$ cat config.mk
export PLATFORM = sky130hd
export DESIGN_NAME = writeback_stage_flat
export DESIGN_NICKNAME = d
export VERILOG_FILES = /design/src/rtl/pipeline_pkg.sv /design/src/rtl/writeback_stage_if.sv /design/src/rtl/writeback_stage_load_extend.sv /design/src/rtl/writeback_stage.sv /design/src/flat_wrapper.sv
export SDC_FILE = /design/constraint.sdc
export NUM_CORES = 1
export LEC_CHECK = 0
export ABC_CLOCK_PERIOD_IN_PS = 2300
export CAP_MARGIN = 20
export CORE_ASPECT_RATIO = 1.2
export CORE_MARGIN = 2
export CORE_UTILIZATION = 48
export CTS_CLUSTER_SIZE = 14
export DETAILED_ROUTE_END_ITERATION = 6
export PLACE_DENSITY_LB_ADDON = 0.2
export SYNTH_ARGS = -nofsm -noshare
export SYNTH_HDL_FRONTEND = slang
export SYNTH_SLANG_ARGS = --single-unit
$ cat constraint.sdc
create_clock -name i_clk -period 2.3 [get_ports i_clk]
set_clock_uncertainty 0.2 [all_clocks]
set_input_delay 0.23 -clock i_clk [delete_from_list [all_inputs] [get_ports i_clk]]
set_output_delay 0.23 -clock i_clk [all_outputs]
set_load 0.01 [all_outputs]
$ cat src/rtl/pipeline_pkg.sv
// Shared pipeline types: writeback source select, load funct3 codes, MEM/WB register layout.
// Imported by the writeback stage, its load extender and the bench.
package pipeline_pkg;

  localparam int XLEN = 32;

  typedef enum logic [1:0] {
    WB_ALU  = 2'b00,
    WB_LOAD = 2'b01,
    WB_PC4  = 2'b10,
    WB_RSVD = 2'b11
  } wb_sel_e;

  localparam logic [2:0] F3_LB  = 3'b000;
  localparam logic [2:0] F3_LH  = 3'b001;
  localparam logic [2:0] F3_LW  = 3'b010;
  localparam logic [2:0] F3_LBU = 3'b100;
  localparam logic [2:0] F3_LHU = 3'b101;

  typedef struct packed {
    logic        valid;
    logic        rd_wren;
    logic [4:0]  rd_addr;
    wb_sel_e     wb_sel;
    logic [2:0]  funct3;
    logic [31:0] alu_result;
    logic [31:0] pc_plus4;
    logic [31:0] ld_data;
  } memwb_t;

endpackage

$ cat src/rtl/writeback_stage_if.sv
// MEM-stage inputs, pipeline control and regfile write port of the writeback stage.
// o_instret exists only when WB_INSTRET_EN is defined.
interface writeback_stage_if;

  logic        i_stall;
  logic        i_flush;
  logic        i_valid;
  logic [4:0]  i_rd_addr;
  logic        i_rd_wren;
  logic [1:0]  i_wb_sel;
  logic [2:0]  i_funct3;
  logic [31:0] i_alu_result;
  logic [31:0] i_pc_plus4;
  logic [31:0] i_ld_data;
  logic [4:0]  o_rd_addr;
  logic [31:0] o_rd_data;
  logic        o_rd_wren;
  logic        o_wb_valid;
`ifdef WB_INSTRET_EN
  logic [63:0] o_instret;

  modport master (
    output i_stall, i_flush, i_valid, i_rd_addr, i_rd_wren, i_wb_sel, i_funct3,
           i_alu_result, i_pc_plus4, i_ld_data,
    input  o_rd_addr, o_rd_data, o_rd_wren, o_wb_valid, o_instret
  );

  modport slave (
    input  i_stall, i_flush, i_valid, i_rd_addr, i_rd_wren, i_wb_sel, i_funct3,
           i_alu_result, i_pc_plus4, i_ld_data,
    output o_rd_addr, o_rd_data, o_rd_wren, o_wb_valid, o_instret
  );
`else
  modport master (
    output i_stall, i_flush, i_valid, i_rd_addr, i_rd_wren, i_wb_sel, i_funct3,
           i_alu_result, i_pc_plus4, i_ld_data,
    input  o_rd_addr, o_rd_data, o_rd_wren, o_wb_valid
  );

  modport slave (
    input  i_stall, i_flush, i_valid, i_rd_addr, i_rd_wren, i_wb_sel, i_funct3,
           i_alu_result, i_pc_plus4, i_ld_data,
    output o_rd_addr, o_rd_data, o_rd_wren, o_wb_valid
  );
`endif

endinterface

$ cat src/rtl/writeback_stage_load_extend.sv
// Combinational load extraction: picks byte/half/word at the address offset and sign/zero extends.
// Zero latency, no state; shared with the MEM stage.
module load_extend
  import pipeline_pkg::*;
(
  input  logic [2:0]  funct3,
  input  logic [1:0]  offset,
  input  logic [31:0] word,
  output logic [31:0] result
);

  logic [7:0]  byte_sel;
  logic [15:0] half_sel;

  always_comb begin
    byte_sel = word[7:0];
    case (offset)
      2'd0: byte_sel = word[7:0];
      2'd1: byte_sel = word[15:8];
      2'd2: byte_sel = word[23:16];
      2'd3: byte_sel = word[31:24];
      default: byte_sel = word[7:0];
    endcase
    // offset[0] is ignored for halves: misaligned halves trap before reaching here
    half_sel = offset[1] ? word[31:16] : word[15:0];
  end

  always_comb begin
    result = word;
    case (funct3)
      F3_LB:   result = {{24{byte_sel[7]}}, byte_sel};
      F3_LBU:  result = {24'h0, byte_sel};
      F3_LH:   result = {{16{half_sel[15]}}, half_sel};
      F3_LHU:  result = {16'h0, half_sel};
      F3_LW:   result = word;
      default: result = word;
    endcase
  end

endmodule

$ cat src/rtl/writeback_stage.sv
// MEM/WB register plus writeback mux driving the regfile write port; one cycle MEM->WB, stall holds, flush bubbles.
// Optional retired-instruction counter o_instret under WB_INSTRET_EN.
module writeback_stage
  import pipeline_pkg::*;
#(
  parameter int XLEN = 32
) (
  input  logic           i_clk,
  input  logic           i_reset,
  writeback_stage_if.slave wb
);

  memwb_t          r;
  logic [XLEN-1:0] ld_ext;
  logic [XLEN-1:0] src_data;
  logic            wren;

  always_ff @(posedge i_clk) begin
    if (i_reset || wb.i_flush) begin
      r <= '0;
    end else if (!wb.i_stall) begin
      r.valid      <= wb.i_valid;
      r.rd_wren    <= wb.i_rd_wren;
      r.rd_addr    <= wb.i_rd_addr;
      r.wb_sel     <= wb_sel_e'(wb.i_wb_sel);
      r.funct3     <= wb.i_funct3;
      r.alu_result <= wb.i_alu_result;
      r.pc_plus4   <= wb.i_pc_plus4;
      r.ld_data    <= wb.i_ld_data;
    end
  end

  load_extend u_load_extend (
    .funct3 (r.funct3),
    .offset (r.alu_result[1:0]),
    .word   (r.ld_data),
    .result (ld_ext)
  );

  always_comb begin
    src_data = '0;
    case (r.wb_sel)
      WB_ALU:  src_data = r.alu_result;
      WB_LOAD: src_data = ld_ext;
      WB_PC4:  src_data = r.pc_plus4;
      default: src_data = '0;
    endcase
  end

  // Bubbles, x0 and the reserved select never reach the regfile
  assign wren = r.valid && r.rd_wren && (r.rd_addr != 5'd0) && (r.wb_sel != WB_RSVD);

  assign wb.o_rd_addr  = r.rd_addr;
  assign wb.o_rd_wren  = wren;
  assign wb.o_rd_data  = wren ? src_data : '0;
  assign wb.o_wb_valid = r.valid;

`ifdef WB_INSTRET_EN
  logic [63:0] instret;

  // A stalled instruction is counted once, on the edge it leaves the register
  always_ff @(posedge i_clk) begin
    if (i_reset) begin
      instret <= '0;
    end else if (r.valid && !wb.i_stall) begin
      instret <= instret + 64'd1;
    end
  end

  assign wb.o_instret = instret;
`endif

endmodule

$ cat src/flat_wrapper.sv
// flat-port wrapper written by rule: the top's interface ports become plain ports
module writeback_stage_flat import pipeline_pkg::*;
#(
  parameter int XLEN = 32
)
  (i_clk, i_reset, wb_i_stall, wb_i_flush, wb_i_valid, wb_i_rd_addr, wb_i_rd_wren, wb_i_wb_sel, wb_i_funct3, wb_i_alu_result, wb_i_pc_plus4, wb_i_ld_data, wb_o_rd_addr, wb_o_rd_data, wb_o_rd_wren, wb_o_wb_valid);
  writeback_stage_if wb_i ();
  input  logic i_clk;
  input  logic i_reset;
  input wire logic [$bits(wb_i.i_stall)-1:0] wb_i_stall;
  input wire logic [$bits(wb_i.i_flush)-1:0] wb_i_flush;
  input wire logic [$bits(wb_i.i_valid)-1:0] wb_i_valid;
  input wire logic [$bits(wb_i.i_rd_addr)-1:0] wb_i_rd_addr;
  input wire logic [$bits(wb_i.i_rd_wren)-1:0] wb_i_rd_wren;
  input wire logic [$bits(wb_i.i_wb_sel)-1:0] wb_i_wb_sel;
  input wire logic [$bits(wb_i.i_funct3)-1:0] wb_i_funct3;
  input wire logic [$bits(wb_i.i_alu_result)-1:0] wb_i_alu_result;
  input wire logic [$bits(wb_i.i_pc_plus4)-1:0] wb_i_pc_plus4;
  input wire logic [$bits(wb_i.i_ld_data)-1:0] wb_i_ld_data;
  output wire logic [$bits(wb_i.o_rd_addr)-1:0] wb_o_rd_addr;
  output wire logic [$bits(wb_i.o_rd_data)-1:0] wb_o_rd_data;
  output wire logic [$bits(wb_i.o_rd_wren)-1:0] wb_o_rd_wren;
  output wire logic [$bits(wb_i.o_wb_valid)-1:0] wb_o_wb_valid;
  assign wb_i.i_stall = wb_i_stall;
  assign wb_i.i_flush = wb_i_flush;
  assign wb_i.i_valid = wb_i_valid;
  assign wb_i.i_rd_addr = wb_i_rd_addr;
  assign wb_i.i_rd_wren = wb_i_rd_wren;
  assign wb_i.i_wb_sel = wb_i_wb_sel;
  assign wb_i.i_funct3 = wb_i_funct3;
  assign wb_i.i_alu_result = wb_i_alu_result;
  assign wb_i.i_pc_plus4 = wb_i_pc_plus4;
  assign wb_i.i_ld_data = wb_i_ld_data;
  assign wb_o_rd_addr = wb_i.o_rd_addr;
  assign wb_o_rd_data = wb_i.o_rd_data;
  assign wb_o_rd_wren = wb_i.o_rd_wren;
  assign wb_o_wb_valid = wb_i.o_wb_valid;
  writeback_stage #(.XLEN(XLEN)) u_core (.i_clk(i_clk), .i_reset(i_reset), .wb(wb_i));
endmodule
==> results of run 1 <==
[metrics by stage]
stage / power [mW] / instances / TNS [ns] / setup slack, ns / hold WS (ns)
2_1_floorplan: 2.30 / 547 / 0 / 0.391 / 0.174
3_3_place_gp: 2.58 / 823 / -6.60 / -0.429 / 0.273
3_5_place_dp: 2.59 / 823 / -7.59 / -0.492 / 0.284
4_1_cts: 4.30 / 851 / -6.53 / -0.273 / 0.193
5_1_grt: 4.43 / 851 / -7.68 / -0.271 / 0.220
6_report: 4.29 / 851 / -6.01 / -0.228 / 0.197
[state kept, by name (all words and copies together), names as in the netlist]
| name | flops |
|---|---|
| u_core.r | 102 |
| u_core.wb.o_wb_valid | 1 |
| u_core.wb.o_rd_addr | 5 |
[worst max-delay path: stages, from the launching register on]
cell and delay, ns:
dfxtp_2 0.32, or4_4 0.57, o211ai_4 0.23, nand2b_4 0.23
buf_12 0.16, o32ai_2 0.08, buf_2 0.17
[layout by cell type, fill, tap and decap left out, types with 3 or more instances in the layout]
| cell type | netlist | final |
|---|---|---|
| mux2i_1 | 146 | 145 |
| nor2_1 | 123 | 118 |
| clkdlybuf4s50_1 | 0 | 116 |
| dfxtp_1 | 108 | 103 |
| buf_4 | 5 | 34 |
| buf_2 | 21 | 23 |
| buf_6 | 5 | 20 |
| nor2b_1 | 19 | 19 |
| o22ai_2 | 0 | 16 |
| nand2_1 | 11 | 11 |
| clkbuf_16 | 0 | 9 |
| buf_12 | 0 | 9 |
| nand2b_1 | 8 | 7 |
| o22ai_4 | 0 | 6 |
| a21oi_1 | 8 | 6 |
| inv_1 | 6 | 5 |
| o22ai_1 | 27 | 5 |
| nor3b_1 | 5 | 5 |
| o21ai_0 | 6 | 5 |
| dfxtp_2 | 0 | 4 |
| a31oi_1 | 3 | 3 |
| nor2_4 | 0 | 3 |
| clkinv_4 | 0 | 3 |
[area by class of cell]
| cell class | count | area [µm²] |
|---|---|---|
| Multi-Input combinational cell | 387 | 3050 |
| Fill cell | 802 | 2730 |
| Sequential cell | 108 | 2170 |
| Timing Repair Buffer | 205 | 1990 |
| Clock buffer | 10 | 239 |
| Tap cell | 129 | 161 |
| Clock inverter | 6 | 95.1 |
| Inverter | 6 | 22.5 |
[routing by layer]
layer  wire, µm  share of wire [%]
met3        828                5.4
met2       7850                 51
met5          0                  0
met4        371                2.4
met1       6370                 41
[power groups by stage]
| stage | Combinational, mW | Sequential (mW) | Clock, mW |
|---|---|---|---|
| 6_report | 0.603 | 1.98 | 1.71 |
| 5_1_grt | 0.648 | 1.98 | 1.80 |
| 4_1_cts | 0.591 | 1.97 | 1.73 |
| 3_5_place_dp | 0.575 | 2.02 | 0 |
| 3_3_place_gp | 0.566 | 2.01 | 0 |
| 2_1_floorplan | 0.293 | 2.00 | 0 |
[path summary, 6_finish.rpt]
path | from | end | slack (ns) | depth (start not counted)
worst max-delay path | u_core.wb.o_rd_addr[0]$_SDFFE_PP0N_ | wb_o_rd_data[3] | -0.23 | 6
worst min-delay path | wb_i_stall | u_core.r[77]$_SDFFE_PP0N_ | 0.20 | 3
worst max register to register | u_core.r[97]$_SDFFE_PP0N_ | u_core.r[97]$_SDFFE_PP0N_ | 0.87 | 4
worst min register to register | u_core.r[77]$_SDFFE_PP0N_ | u_core.r[77]$_SDFFE_PP0N_ | 0.29 | 2
[logic make-up after synthesis]
logic type | after synthesis
buffers and inverters | 52
muxes | 149
and+or+nand+nor | 177
DFF | 108
AOI/OAI and AO/OA | 61
[repair_timing]
item                                    in CTS  in global routing
cloned                                       2                  0
setup buffers                               10                  2
endpoints found under the setup margin      33                 33
resized for setup                          184                 40
pin swaps                                   14                 21
==> out/qor.yml, run 1 <==
run_status:
  status: "complete, but fails checks"
  violations: "negative setup slack"
pwr:
  power_frac_clock_pct: 39.8
  p_seq_share_pct: 46.1
  peakVddDrop_mv: 0.349
  power_per_cell_area_nw_per_um2: 554
  combPwrFrac_pct: 14.1
  switching_power_mw: 1.01
  p_int_mw: 3.28
  p_leak_nw: 3.21
  p_sw_share_pct: 23.6
floorplanning:
  die_height_um: 117
  dieArea_um2: 11600
  die_w_um: 98.6
  pin_count: 151
  core_um2: 10500
  std_cell_rows: 41
  start_util_pct: 49.2
cts:
  clk_latency_ns: 0.34
  path_clk_slew_ns: 0.07
  cts_tree: "done"
  hold_buffers: 0
  clock-sinks: 108
  htree_levels: 3
  numCtsBuffers: 9
  cts_root_buffer: "clkbuf_16"
  clock_path_buffers: 2
synth:
  syn_nets: 659
  yosys.area_share.simple_pct: 15.2
  syn_inst: 547
  synthTopCellsByArea: "dfxtp_1 42%, mux2i_1 28%, nor2_1 9.0%"
  ys_types: 41
  synth_mux_area_share_pct: 29.3
  avgSynthCellArea_um2: 9.41
  yosysMostFrequentCell: "mux2i_1"
  synth_top_family_by_area: "multiplexers"
  ys.flop_type: "dfxtp_1"
  synth_area_um2: 5150
  synth_common_cells: "146 x mux2i_1, 123 x nor2_1, 108 x dfxtp_1, 27 x o22ai_1, 21 x buf_2"
  synth_top_area_share_pct: 42.0
  synth_xor_area_share_pct: 0
  ys_ff_latch: 108
  synth_fa_ha_area_share_pct: 0
  yosys_warnings: 0
  yosysSeqAreaShare_pct: 42.0
  synth_compound_gate_area_share_pct: 8.14
  synth_edf_count: 0
  yosysTopAreaCell: "dfxtp_1"
  synth_async_sr_flop_share_pct: 0
timing:
  setup_violations: 33
  fmax_mhz: 396
  rsz0062_at_grt: "true"
  min_period_ns: 2.53
  slew_violations: 0
  slew_headroom_pct: 62.0
  fin_crit_sh_pct: 110
  worst_slack_ns: -0.228
  hold_viol: 0
  worst_pin_slew_ns: 0.564
grt:
  antenna_found_initial: 0
  grtUsageMet2_pct: 45.3
  grt_pass1_vias: 4722
  grt_max_degree: 109
  gr-usage-all-layers_pct: 26.1
  grt_overflow: 0
  top_usage_layer: "met2"
  use_met1_pct: 32.5
  grt_use_met3_pct: 4.63
  grt_pass1_wl_mm: 24.3
layout:
  diodes: 0
  final_layout_size_suffix_gt1_share_pct: 21.9
  finalInstanceArea_um2: 7740
  final_net_count: 829
  area_growth_syn_to_layout_pct: 50.2
  fin_util_pct: 73.9
setup_path:
  worstSetupPathType: "reg -> out"
  critical_path_arrival_ns: 2.10
  end_kind: "primary output"
  required_ns: 1.87
  worstPathMaxFanout: 7
  start_kind: "flop"
placement:
  hpwlAfterDp_mm: 10.7
  numPortBuffers: 150
  place_congestion: 0.885
  dpl-instance-area_um2: 6960
job:
  drv_cap: 0
route:
  drt-initial-drc-count: 239
  via_per_inst: 5.42
  drc: 0
  ant_nets: 0
  dr.pass1.iters: 5
  wl_per_cell_um: 18.1
  postRouteWirelength_mm: 15.4
  via_count: 4614
min_path:
  hp-class: "in -> reg"
Note: power is estimated with default switching activity, not from simulation.
==> run 2, diff against run 1 <==
--- a/config.mk
+++ b/config.mk
@@ -5,7 +5,7 @@
 export SDC_FILE = /design/constraint.sdc
 export NUM_CORES = 1
 export LEC_CHECK = 0
-export ABC_CLOCK_PERIOD_IN_PS = 2300
+export ABC_CLOCK_PERIOD_IN_PS = 2400
 export CAP_MARGIN = 20
 export CORE_ASPECT_RATIO = 1.2
 export CORE_MARGIN = 2
==> constraint.sdc (replaced) <==
create_clock -name i_clk -period 2.4 [get_ports i_clk]
set_clock_uncertainty 0.2 [all_clocks]
set_input_delay 0.24 -clock i_clk [delete_from_list [all_inputs] [get_ports i_clk]]
set_output_delay 0.24 -clock i_clk [all_outputs]
set_load 0.01 [all_outputs]
==> run 2 against run 1 <==
  * The flow still finishes with violations (negative setup slack)
  * Sequential power is 4% lower
  * Wire length is 3.2% lower
  * Global-route usage is 0.96 points lower
  * Sequential share of layout area is 0.76 points higher
  * Critical path type unchanged
  * Largest cell class unchanged
  * Cell area is 2.7% lower
  * Flip-flop and latch count stayed put
  * Worst setup slack better by 0.095 ns
  * Critical path depth stayed put
  * First-iteration DRC count is 22% lower
  * Register-to-register slack better by 0.28 ns
==> out/qor.yml, run 2 (synthesis gave the netlist of run 1 again) <==
pwr:
  p_total_mw: 4.09  # was 4.29 mW
  p_leak_nw: 3.12  # was 3.21 nW
  peakVddDrop_mv: 0.315  # was 0.349 mV
  power_per_cell_area_nw_per_um2: 543  # was 554 nW/µm²
setup_path:
  end_kind: "primary output"  # unchanged
  start_kind: "flop"  # unchanged
  worstSetupPathType: "reg -> out"  # unchanged
  worstPathMaxFanout: 7  # unchanged
  rrSetupSlack_ns: 1.15  # was 0.87 ns
  critical_path_arrival_ns: 2.09  # was 2.10 ns
  required_ns: 1.96  # was 1.87 ns
route:
  wl_per_cell_um: 17.8  # was 18.1 µm
  ant_nets: 0  # unchanged
  postRouteWirelength_mm: 14.9  # was 15.4 mm
  dr.pass1.iters: 6  # was 5
  drc: 0  # unchanged
  via_count: 4585  # was 4614
  via_per_inst: 5.46  # was 5.42
  drt-initial-drc-count: 187  # was 239
layout:
  final_layout_size_suffix_gt1_share_pct: 19.0  # was 21.9%
  multi_input_comb_area_um2: 2970  # was 3050 µm²
  seq_area_um2: 2170  # about the same
  layout_common_cells: "146 x mux2i_1, 119 x nor2_1, 116 x clkdlybuf4s50_1"  # was 145 x mux2i_1, 118 x nor2_1, 116 x clkdlybuf4s50_1
  final_common_cell: "mux2i_1"  # unchanged
  final_net_count: 818  # was 829
  largest_reg_flops: 102  # unchanged
  top_register: "u_core.r"  # unchanged
  fillers: 824  # was 802
  finalInstanceArea_um2: 7530  # was 7740 µm²
  diodes: 0  # unchanged
  area_growth_syn_to_layout_pct: 46.2  # was 50.2%
  final_cells: 840  # was 851
job:
  drv_cap: 0  # unchanged
floorplanning:
  std_cell_rows: 41  # unchanged
  die_w_um: 98.6  # unchanged
  dieArea_um2: 11600  # unchanged
  die_height_um: 117  # unchanged
  start_util_pct: 49.2  # unchanged
  pin_count: 151  # unchanged
  core_um2: 10500  # unchanged
placement:
  place_congestion: 0.866  # was 0.885
  hpwlAfterDp_mm: 10.6  # was 10.7 mm
  placed_cells: 816  # was 823
  numPortBuffers: 150  # unchanged
  dpl-instance-area_um2: 6880  # was 6960 µm²
cts:
  clock-sinks: 108  # unchanged
  path_clk_slew_ns: 0.07  # about the same
  clk_latency_ns: 0.35  # was 0.34 ns
  cts_tree: "done"  # unchanged
  clock_path_buffers: 2  # unchanged
  hold_buffers: 0  # unchanged
  numCtsBuffers: 9  # unchanged
  htree_levels: 3  # unchanged
  cts_root_buffer: "clkbuf_16"  # unchanged
timing:
  min_period_ns: 2.53
  worst_pin_slew_ns: 0.536  # was 0.564 ns
  worst_slack_ns: -0.133  # was -0.228 ns
  fin_crit_sh_pct: 106
  rsz0062_at_grt: "true"  # unchanged
  setup_violations: 33  # unchanged
  hold_viol: 0  # unchanged
  slew_violations: 0  # unchanged
  fmax_mhz: 395
  slew_headroom_pct: 63.7  # was 62.0%
grt:
  grt_overflow: 0  # unchanged
  grt_pass1_wl_mm: 23.4  # was 24.3 mm
  grt_max_degree: 109  # unchanged
  antenna_found_initial: 0  # unchanged
  grt_pass1_vias: 4510  # was 4722
  gr-usage-all-layers_pct: 25.2  # was 26.1%
run_status:
  violations: "negative setup slack"  # unchanged
  status: "complete, but fails checks"  # unchanged
min_path:
  hp-class: "in -> reg"  # unchanged
==> run 2: timing repair <==
item                                    CTS  global route
endpoints found under the setup margin   33            32
gates resized for setup                 164            45
pin swaps                                 5            19
cloned                                    2             0
setup buffers                             6             1
==> run 2: stage by stage <==
step | TNS (ns) | hold WS, ns | util (%) | setup WS (ns)
finish | -3.19 | 0.191 | 71.9 | -0.133
floorplan | 0 | 0.184 | - | 0.481
CTS | -3.31 | 0.183 | 69.8 | -0.165
global placement | -3.86 | 0.275 | 65.8 | -0.344
global route | -4.74 | 0.205 | 71.9 | -0.178
detailed placement | -4.92 | 0.288 | 65.8 | -0.392
==> run 2: layout make-up <==
class	instances	area share, %
multi-input cells	387	39.5
flip-flops and latches	108	28.8
repair buffers	194	24.8
clock buffers	11	3.36
well taps	129	2.14
clock inverters	5	1.10
inverters	6	0.299
==> run 2: path summary, 6_finish.rpt <==
path,start,endpoint,cells past startpoint
hold reg to reg,u_core.r[38]$_SDFFE_PP0N_,u_core.r[38]$_SDFFE_PP0N_,2
setup / recovery,u_core.wb.o_rd_addr[3]$_SDFFE_PP0N_,wb_o_rd_data[14],6
setup reg to reg,u_core.r[97]$_SDFFE_PP0N_,u_core.r[97]$_SDFFE_PP0N_,3
hold / removal,wb_i_stall,u_core.r[75]$_SDFFE_PP0N_,3
==> run 2: power breakdown <==
part | leakage, nW | switching [mW] | total [mW] | internal, mW
Combinational | 2.07 | 0.232 | 0.560 | 0.328
Clock | 0.166 | 0.658 | 1.63 | 0.975
Sequential | 0.882 | 0.0447 | 1.90 | 1.85
Total | 3.12 | 0.935 | 4.09 | 3.15
==> run 2: per-layer routing <==
metal	share of wire (%)	GRT usage [%]	routed length, µm
met2	51	43.9	7560
met1	42	32.4	6300
met3	5.3	3.98	796
met5	0	0	0
met4	1.7	6.16	259
==> run 2: worst max-delay path, stage by stage (launching register included) <==
cell	delay, ns
dfxtp_2	0.33
or4_4	0.57
o211ai_4	0.23
nand2b_4	0.22
buf_8	0.15
o22ai_2	0.10
buf_2	0.16
